### src/rtl/rs_pkg.sv
// Shared opcode constants, entry layout and CDB priority helper for the
// reservation station. Optional age-ordered selection: RS_AGE_SELECT_EN.
package rs_pkg;

  localparam int OP_W  = 6;
  localparam int XLEN  = 32;
  localparam int TAG_W = 4;

  localparam logic [OP_W-1:0] OP_NOP   = 6'd0;
  localparam logic [OP_W-1:0] OP_LUI   = 6'd1;
  localparam logic [OP_W-1:0] OP_AUIPC = 6'd2;
  localparam logic [OP_W-1:0] OP_JAL   = 6'd3;
  localparam logic [OP_W-1:0] OP_ADD   = 6'd10;
  localparam logic [OP_W-1:0] OP_SUB   = 6'd11;
  localparam logic [OP_W-1:0] OP_AND   = 6'd12;
  localparam logic [OP_W-1:0] OP_OR    = 6'd13;
  localparam logic [OP_W-1:0] OP_XOR   = 6'd14;
  localparam logic [OP_W-1:0] OP_ADDI  = 6'd20;

  typedef struct packed {
    logic             valid;
    logic [OP_W-1:0]  op;
    logic [TAG_W-1:0] tag;
    logic [XLEN-1:0]  pc;
    logic [XLEN-1:0]  imm;
    logic             rdy1;
    logic [TAG_W-1:0] q1;
    logic [XLEN-1:0]  v1;
    logic             rdy2;
    logic [TAG_W-1:0] q2;
    logic [XLEN-1:0]  v2;
  } rs_entry_t;

  // Lowest matching channel wins; -1 when no channel matched.
  function automatic int cdb_pick(input logic [31:0] hit);
    int sel;
    sel = -1;
    for (int k = 31; k >= 0; k--)
      if (hit[k]) sel = k;
    return sel;
  endfunction

endpackage

### src/rtl/rs_select.sv
// Priority picker used for both dispatch selection and free-slot finding.
// With RS_AGE_SELECT_EN the smallest age rank wins, ties go to the lowest index.
module rs_select #(
  parameter int DEPTH = 8,
  parameter int IDX_W = $clog2(DEPTH)
) (
  input  logic [DEPTH-1:0]       i_req,
`ifdef RS_AGE_SELECT_EN
  input  logic [DEPTH*IDX_W-1:0] i_age,
`endif
  output logic [DEPTH-1:0]       o_grant,
  output logic [IDX_W-1:0]       o_idx,
  output logic                   o_any
);

`ifdef RS_AGE_SELECT_EN
  logic [IDX_W-1:0] w_best;
`endif

  always_comb begin
    o_any   = 1'b0;
    o_idx   = '0;
    o_grant = '0;
`ifdef RS_AGE_SELECT_EN
    w_best  = '0;
    for (int i = 0; i < DEPTH; i++) begin
      if (i_req[i] && (!o_any || (i_age[i*IDX_W +: IDX_W] < w_best))) begin
        o_any  = 1'b1;
        o_idx  = IDX_W'(i);
        w_best = i_age[i*IDX_W +: IDX_W];
      end
    end
`else
    for (int i = 0; i < DEPTH; i++) begin
      if (i_req[i] && !o_any) begin
        o_any = 1'b1;
        o_idx = IDX_W'(i);
      end
    end
`endif
    if (o_any) o_grant[o_idx] = 1'b1;
  end

endmodule

### src/rtl/rs_multi_cdb.sv
// Reservation station snooping NCDB result buses, dispatching one ready op per
// cycle to the ALU. Define RS_AGE_SELECT_EN for oldest-first dispatch.
module rs_multi_cdb #(
  parameter int DEPTH = 8,
  parameter int NCDB  = 2,
  parameter int XLEN  = 32,
  parameter int TAG_W = 4,
  parameter int OP_W  = 6
) (
  input  logic                    clk,
  input  logic                    rst_in,
  input  logic                    rdy_in,
  input  logic                    flush_in,
  input  logic                    issue_valid,
  output logic                    issue_ready,
  input  logic [OP_W-1:0]         issue_op,
  input  logic [TAG_W-1:0]        issue_tag,
  input  logic [XLEN-1:0]         issue_pc,
  input  logic [XLEN-1:0]         issue_imm,
  input  logic                    issue_rdy1,
  input  logic                    issue_rdy2,
  input  logic [TAG_W-1:0]        issue_q1,
  input  logic [TAG_W-1:0]        issue_q2,
  input  logic [XLEN-1:0]         issue_v1,
  input  logic [XLEN-1:0]         issue_v2,
  input  logic [NCDB-1:0]         cdb_valid,
  input  logic [NCDB*TAG_W-1:0]   cdb_tag,
  input  logic [NCDB*XLEN-1:0]    cdb_val,
  output logic                    disp_valid,
  input  logic                    disp_ready,
  output logic [OP_W-1:0]         disp_op,
  output logic [TAG_W-1:0]        disp_tag,
  output logic [XLEN-1:0]         disp_pc,
  output logic [XLEN-1:0]         disp_imm,
  output logic [XLEN-1:0]         disp_v1,
  output logic [XLEN-1:0]         disp_v2,
  output logic [$clog2(DEPTH):0]  occupancy
);
  import rs_pkg::*;

  localparam int IDX_W = $clog2(DEPTH);
  localparam logic [IDX_W:0] FULL = (IDX_W+1)'(DEPTH);

  logic [DEPTH-1:0] r_valid, r_rdy1, r_rdy2;
  logic [IDX_W:0]   r_occ;
  logic [OP_W-1:0]  r_op  [DEPTH];
  logic [TAG_W-1:0] r_tag [DEPTH];
  logic [TAG_W-1:0] r_q1  [DEPTH];
  logic [TAG_W-1:0] r_q2  [DEPTH];
  logic [XLEN-1:0]  r_pc  [DEPTH];
  logic [XLEN-1:0]  r_imm [DEPTH];
  logic [XLEN-1:0]  r_v1  [DEPTH];
  logic [XLEN-1:0]  r_v2  [DEPTH];

  logic [DEPTH-1:0] w_elig, w_disp_grant, w_free_grant;
  logic [DEPTH-1:0] w_wake1, w_wake2, w_rdy1_nxt, w_rdy2_nxt;
  logic [XLEN-1:0]  w_wv1 [DEPTH];
  logic [XLEN-1:0]  w_wv2 [DEPTH];
  logic [XLEN:0]    w_byp1, w_byp2;
  logic [IDX_W-1:0] w_disp_idx, w_free_idx;
  logic             w_any_elig, w_any_free, w_fire, w_issue;

  // {hit, value} of the lowest-index CDB channel broadcasting tag q.
  function automatic logic [XLEN:0] cdb_snoop(input logic [TAG_W-1:0] q);
    logic [31:0] hit;
    int          ch;
    hit = '0;
    for (int k = 0; k < NCDB; k++)
      hit[k] = cdb_valid[k] && (cdb_tag[k*TAG_W +: TAG_W] == q);
    ch = cdb_pick(hit);
    if (ch < 0) return '0;
    return {1'b1, cdb_val[ch*XLEN +: XLEN]};
  endfunction

  assign w_elig      = r_valid & r_rdy1 & r_rdy2;
  assign issue_ready = rdy_in && (r_occ < FULL);
  assign disp_valid  = w_any_elig && rdy_in && !flush_in;
  assign w_fire      = disp_valid && disp_ready;
  assign w_issue     = issue_valid && issue_ready && w_any_free && !flush_in;
  assign occupancy   = r_occ;

`ifdef RS_AGE_SELECT_EN
  logic [IDX_W-1:0]       r_age [DEPTH];
  logic [DEPTH*IDX_W-1:0] w_age_flat;
  logic [IDX_W-1:0]       w_new_rank;

  always_comb begin
    w_age_flat = '0;
    for (int i = 0; i < DEPTH; i++) w_age_flat[i*IDX_W +: IDX_W] = r_age[i];
  end
  // A new op ranks behind every entry that survives this edge.
  assign w_new_rank = IDX_W'(r_occ - {{IDX_W{1'b0}}, w_fire});
`endif

  rs_select #(.DEPTH(DEPTH)) u_disp_sel (
    .i_req   (w_elig),
`ifdef RS_AGE_SELECT_EN
    .i_age   (w_age_flat),
`endif
    .o_grant (w_disp_grant),
    .o_idx   (w_disp_idx),
    .o_any   (w_any_elig)
  );

  rs_select #(.DEPTH(DEPTH)) u_free_sel (
    .i_req   (~r_valid),
`ifdef RS_AGE_SELECT_EN
    .i_age   ('0),
`endif
    .o_grant (w_free_grant),
    .o_idx   (w_free_idx),
    .o_any   (w_any_free)
  );

  always_comb begin
    for (int i = 0; i < DEPTH; i++) begin
      {w_wake1[i], w_wv1[i]} = cdb_snoop(r_q1[i]);
      {w_wake2[i], w_wv2[i]} = cdb_snoop(r_q2[i]);
    end
    w_byp1     = cdb_snoop(issue_q1);
    w_byp2     = cdb_snoop(issue_q2);
    w_rdy1_nxt = r_rdy1 | (r_valid & w_wake1);
    w_rdy2_nxt = r_rdy2 | (r_valid & w_wake2);
    if (w_issue) begin
      w_rdy1_nxt[w_free_idx] = issue_rdy1 | w_byp1[XLEN];
      w_rdy2_nxt[w_free_idx] = issue_rdy2 | w_byp2[XLEN];
    end
  end

  always_comb begin
    disp_op  = '0;
    disp_tag = '0;
    disp_pc  = '0;
    disp_imm = '0;
    disp_v1  = '0;
    disp_v2  = '0;
    if (w_any_elig) begin
      disp_op  = r_op[w_disp_idx];
      disp_tag = r_tag[w_disp_idx];
      disp_pc  = r_pc[w_disp_idx];
      disp_imm = r_imm[w_disp_idx];
      disp_v1  = r_v1[w_disp_idx];
      disp_v2  = r_v2[w_disp_idx];
    end
  end

  // Entry bookkeeping: valid/ready bits, occupancy and age ranks.
  always_ff @(posedge clk or negedge rst_in) begin
    if (!rst_in) begin
      r_valid <= '0;
      r_rdy1  <= '0;
      r_rdy2  <= '0;
      r_occ   <= '0;
`ifdef RS_AGE_SELECT_EN
      for (int i = 0; i < DEPTH; i++) r_age[i] <= '0;
`endif
    end else if (rdy_in) begin
      if (flush_in) begin
        r_valid <= '0;
        r_occ   <= '0;
`ifdef RS_AGE_SELECT_EN
        for (int i = 0; i < DEPTH; i++) r_age[i] <= '0;
`endif
      end else begin
        r_valid <= (r_valid & ~(w_fire ? w_disp_grant : '0)) | (w_issue ? w_free_grant : '0);
        r_rdy1  <= w_rdy1_nxt;
        r_rdy2  <= w_rdy2_nxt;
        r_occ   <= r_occ + {{IDX_W{1'b0}}, w_issue} - {{IDX_W{1'b0}}, w_fire};
`ifdef RS_AGE_SELECT_EN
        for (int i = 0; i < DEPTH; i++)
          if (w_fire && r_valid[i] && (r_age[i] > r_age[w_disp_idx]))
            r_age[i] <= r_age[i] - IDX_W'(1);
        if (w_issue) r_age[w_free_idx] <= w_new_rank;
`endif
      end
    end
  end

  // Entry payload: written on issue, operand values captured on wakeup.
  always_ff @(posedge clk) begin
    if (rdy_in && !flush_in) begin
      for (int i = 0; i < DEPTH; i++) begin
        if (r_valid[i] && !r_rdy1[i] && w_wake1[i]) r_v1[i] <= w_wv1[i];
        if (r_valid[i] && !r_rdy2[i] && w_wake2[i]) r_v2[i] <= w_wv2[i];
      end
      if (w_issue) begin
        r_op[w_free_idx]  <= issue_op;
        r_tag[w_free_idx] <= issue_tag;
        r_pc[w_free_idx]  <= issue_pc;
        r_imm[w_free_idx] <= issue_imm;
        r_q1[w_free_idx]  <= issue_q1;
        r_q2[w_free_idx]  <= issue_q2;
        r_v1[w_free_idx]  <= issue_rdy1 ? issue_v1 : w_byp1[XLEN-1:0];
        r_v2[w_free_idx]  <= issue_rdy2 ? issue_v2 : w_byp2[XLEN-1:0];
      end
    end
  end

endmodule

### config.mk
export PLATFORM = sky130hd
export DESIGN_NAME = rs_multi_cdb
export DESIGN_NICKNAME = d
export VERILOG_FILES = /design/src/rtl/rs_pkg.sv /design/src/rtl/rs_select.sv /design/src/rtl/rs_multi_cdb.sv
export SDC_FILE = /design/constraint.sdc
export NUM_CORES = 2
export LEC_CHECK = 0
export CAP_MARGIN = 0
export CORE_MARGIN = 1.5
export CORE_UTILIZATION = 54
export CTS_CLUSTER_DIAMETER = 80
export DETAILED_ROUTE_END_ITERATION = 6
export PLACE_DENSITY = 0.85
export SYNTH_ARGS = -nofsm -noshare
export SYNTH_HDL_FRONTEND = slang
export SYNTH_SLANG_ARGS = --single-unit
export TNS_END_PERCENT = 10
### constraint.sdc
create_clock -name clk -period 5.2 [get_ports clk]
set_clock_uncertainty 0.05 [all_clocks]
set_input_delay 0.52 -clock clk [delete_from_list [all_inputs] [get_ports clk]]
set_output_delay 0.52 -clock clk [all_outputs]
set_load 0.1 [all_outputs]
==> impl_summary.txt <==
----------------------------------------------------
[Status]
  Outcome ... finished with violations
  Failing checks ... design-rule violations

[STA]
  Share of the clock period used by the worst path after layout ... 97.78%
  Max Fclk ... 196.7 MHz
  Slew HR ... about 3.8%
  Total of endpoints with negative setup slack in the final report ... 0
  Hold Violations, Final ... 0
  Unrepaired setup endpoints after global routing ... false
  Transition time at the pin with the least slew margin ... 1443 ps
  Worst hold slack after final layout ... between 100 and 150 ps
  Final critical-path required period ... 5085 ps
  Setup total negative slack ... 0 ps
  Count of pins over their slew limit ... 0

[Global route]
  Vias in the first global route ... 44270
  Maximum number of pins on one net before global-route repair ... 140
  First-pass GRT wire length ... 289200 um
  Antenna violations before repair ... 22
  Total routing usage reported by global routing ... 35.22%
  Global route total overflow ... 0

[Cells and area]
  Core occupancy in the finished layout ... 62.91%
  Share of cells above drive strength 1 ... 14.59%
  Nets ... approximately 4800
  Final Instance Count excl. Fillers ... slightly above 6000
  Area delta synth->final ... 15.55%

[Place]
  Detailed placement HPWL ... 108900 um
  Count of placed standard cells including taps ... 5812
  Count of buffers from port buffering ... 371
  GPL Wtd Cong ... 0.9046

[Yosys]
  Post-synthesis average cell area ... 13.30 um^2
  Number of enable-type register cells in the synthesized netlist ... 1168
  Syn Nets ... 4610
  Yosys warning count ... 0
  Combined area of all synthesized cells ... about 0.058 mm^2
  Share of async-settable or async-resettable flops after synthesis ... 2.341%
  Number of distinct library cell variants in the gate-level netlist after synthesis ... between 60 and 70
  Fraction of the yosys area taken by sequential cells ... 61.47%
  Instance count of the mapped netlist ... between 4000 and 5000
  Number of register bits inferred by synthesis ... 1196
  Most instantiated flip-flop cell in the synthesis netlist ... edfxtp_1

[Detailed routing]
  Per-cell routed wire length ... 33.30 um
  Number of DRC violations after detailed-routing iteration 0 ... a little over 8000
  Length of the first detailed-routing pass in iterations ... 7
  Via Count ... 45300
  Post-route ant nets ... 0
  Residual DRC count ... 7
  Vias per cell ... 7.507
  Aggregate routed wire length ... 200900 um

[Power and ir drop]
  Areal power density over the cells ... between 300 and 400 mW/mm^2
  Worst supply voltage drop on vdd ... around 280 uV
  Static leakage power ... 20.42 nW

[Worst setup path]
  Type of the setup path with the least slack ... flop to output port
  Worst Path Max Fanout ... 139
  Data required time of the critical path ... 4630 ps
  Worst endpoint data arrival time ... 4510 ps
  Setup crit end kind ... output port
  Kind of start point of the critical path ... flop

[CTS]
  Clock Sink Count ... roughly 1200
  Latest clock arrival within the worst-skew pair ... about 750 ps
  H-tree level count ... 3
  Maximum buffer depth of the clock tree ... 3
  Root buffer selected by CTS ... clkbuf_16
  Hold-fix buffers, CTS ... 0
  Number of setup buffers added after CTS ... 0
  TritonCTS Buffers ... around 110
  PostCTS Resize Cnt ... 0
  Clock transition time at the flip-flop clock pins of the worst setup and hold paths ... 70 ps
  Clock tree from TritonCTS ... done

[Die]
  Die Footprint ... approximately 0.11 mm^2
  Row Count ... between 100 and 150
  Starting Density ... a little over half
  Placeable core area ... 0.1069 mm^2
  Die boundary width ... 331.3 um
  Die outline height ... 331.3 um
  Number of top-level pins ... 372

[Hold path]
  Class of the worst hold path ... input port to async pin

[Run]
  Max-Cap Viols ... 0

----------------------------------------------------
## placed cells by master, fill, tap and decap left out, drive strengths merged, types with 14 or more instances in the layout
cell type	instances
bufinv	14
nand3	14
clkbuf	133
nor4	28
edfxtp	1168
o31ai	42
o21ai	92
inv	51
o22ai	757
a2bb2oi	173
buf	324
xnor2	44
dfrtp	28
o2111ai	137
nor2	26
clkdlybuf4s50	231
a21oi	154
nand2	231
xor2	102
mux2i	650
clkinv	54
a31oi	41
o2bb2ai	34
## critical path, stage by stage (launching register included)
cell and delay [ps]:
dfrtp_1 480, nand3_4 160, buf_12 670, o21ai_0 370
a21oi_4 360, buf_12 360, mux2i_1 140, a21oi_1 710
buf_4 430
## logic make-up (layout without fill, tap and decap cells)
kind of cell,count (synthesis),after routing,synth area share (%)
multiplexers,651,651,11.20
other,0,12,0
AO/OA/AOI/OAI,1459,1459,17.93
adder cells (fa/ha/maj),5,5,0.1204
flip-flops,1196,1196,61.47
AND/OR/NAND/NOR,349,349,2.917
buffers and inverters,571,813,4.168
XOR/XNOR,146,146,2.197
## cell usage after synthesis, types with 2 or more instances
cell type | instances | area share, %
or3_1 | 2 | 0.021
xor2_1 | 102 | 1.5
o2bb2ai_1 | 34 | 0.51
o31ai_1 | 42 | 0.54
a2bb2oi_1 | 172 | 2.6
nand3_1 | 14 | 0.12
o2111ai_2 | 100 | 2.6
and2_1 | 4 | 0.043
xnor2_1 | 44 | 0.66
inv_1 | 46 | 0.30
nor2_1 | 25 | 0.16
nand2_1 | 231 | 1.5
o41ai_1 | 2 | 0.030
a31o_2 | 5 | 0.075
buf_2 | 99 | 0.85
nor3_1 | 12 | 0.10
o22ai_1 | 757 | 8.1
nor4_1 | 14 | 0.15
dfrtp_1 | 28 | 1.2
o22a_1 | 8 | 0.12
and3_1 | 6 | 0.064
clkbuf_1 | 363 | 2.3
a211oi_1 | 7 | 0.090
mux2i_1 | 650 | 11
nor4_2 | 7 | 0.15
a21oi_1 | 153 | 1.3
a31oi_1 | 41 | 0.44
o21ai_2 | 2 | 0.030
o21ai_1 | 38 | 0.33
or4_4 | 2 | 0.039
o2111ai_1 | 37 | 0.56
nand4b_1 | 4 | 0.060
nand2b_1 | 7 | 0.075
nor4_4 | 7 | 0.26
buf_6 | 18 | 0.35
ha_1 | 4 | 0.086
buf_1 | 37 | 0.24
edfxtp_1 | 1168 | 60
nor2b_1 | 2 | 0.021
o21ai_0 | 52 | 0.45
buf_4 | 6 | 0.077
## layout make-up
type	instances	area [um^2]
fill	7587	39650
sequential	1196	35770
clock inverter	77	868.3
inverter	48	200.2
clock buffer	133	2923
timing repair buffer	555	5255
multi-input combinational	2610	20450
tap	1403	1755
antenna	12	30.03
## state kept, by name, summed over array words and instances, names as in the netlist
| signal | cells |
|---|---|
| occupancy | 4 |
| r_op | 48 |
| r_pc | 256 |
| r_v2 | 256 |
| r_rdy1 | 8 |
| r_q2 | 32 |
| r_rdy2 | 8 |
| r_tag | 32 |
| r_imm | 256 |
| r_valid | 8 |
| r_v1 | 256 |
| r_q1 | 32 |
## worst paths after layout
| check | startpoint | to | slack [ps] | cells past startpoint |
|---|---|---|---|---|
| max | r_rdy2[2]$_DFFE_PN0P_ | disp_v1[0] | 120 | 8 |
| min in group clk | issue_pc[26] | r_pc[1][26]$_DFFE_PP_ | 440 | 1 |
| min | rst_in | r_rdy2[2]$_DFFE_PN0P_ | 130 | 2 |
| min reg2reg | r_rdy1[3]$_DFFE_PN0P_ | r_rdy1[3]$_DFFE_PN0P_ | 530 | 1 |
| max in group asynchronous | rst_in | r_rdy2[7]$_DFFE_PN0P_ | 4660 | 2 |
| max reg2reg | r_valid[4]$_DFFE_PN0P_ | r_v2[5][11]$_DFFE_PP_ | 1420 | 7 |
## through the flow
step                      cell area [um^2]  total power, mW  setup WS [ps]
after floorplan                      58210            11.81          286.7
after CTS                            67220            20.79          416.2
after global routing                 67250            21.26          156.9
after detailed placement             63430            12.48          959.6
final                                67250            20.90          115.5
after global placement               63430            12.43           1044
## where the power goes
part | switching [mW] | internal, mW | total (mW) | leakage [nW]
clock | 3.79 | 4.74 | 8.53 | 1.84
combinational | 1.11 | 0.537 | 1.64 | 7.49
sequential | 0.0554 | 10.7 | 10.7 | 11.1
## routing by layer
| metal | vias up | part of all wire (%) | track usage (%) |
|---|---|---|---|
| met2 | 4576 | 43 | 52.20 |
| met1 | 21700 | 33 | 44.06 |
| met4 | 18 | 7.5 | 23.01 |
| met3 | 1106 | 16 | 12.07 |
| li1 | 17890 | - | - |
| met5 | - | 0.059 | 0 |
No activity file was read; power rests on OpenSTA's default activity.
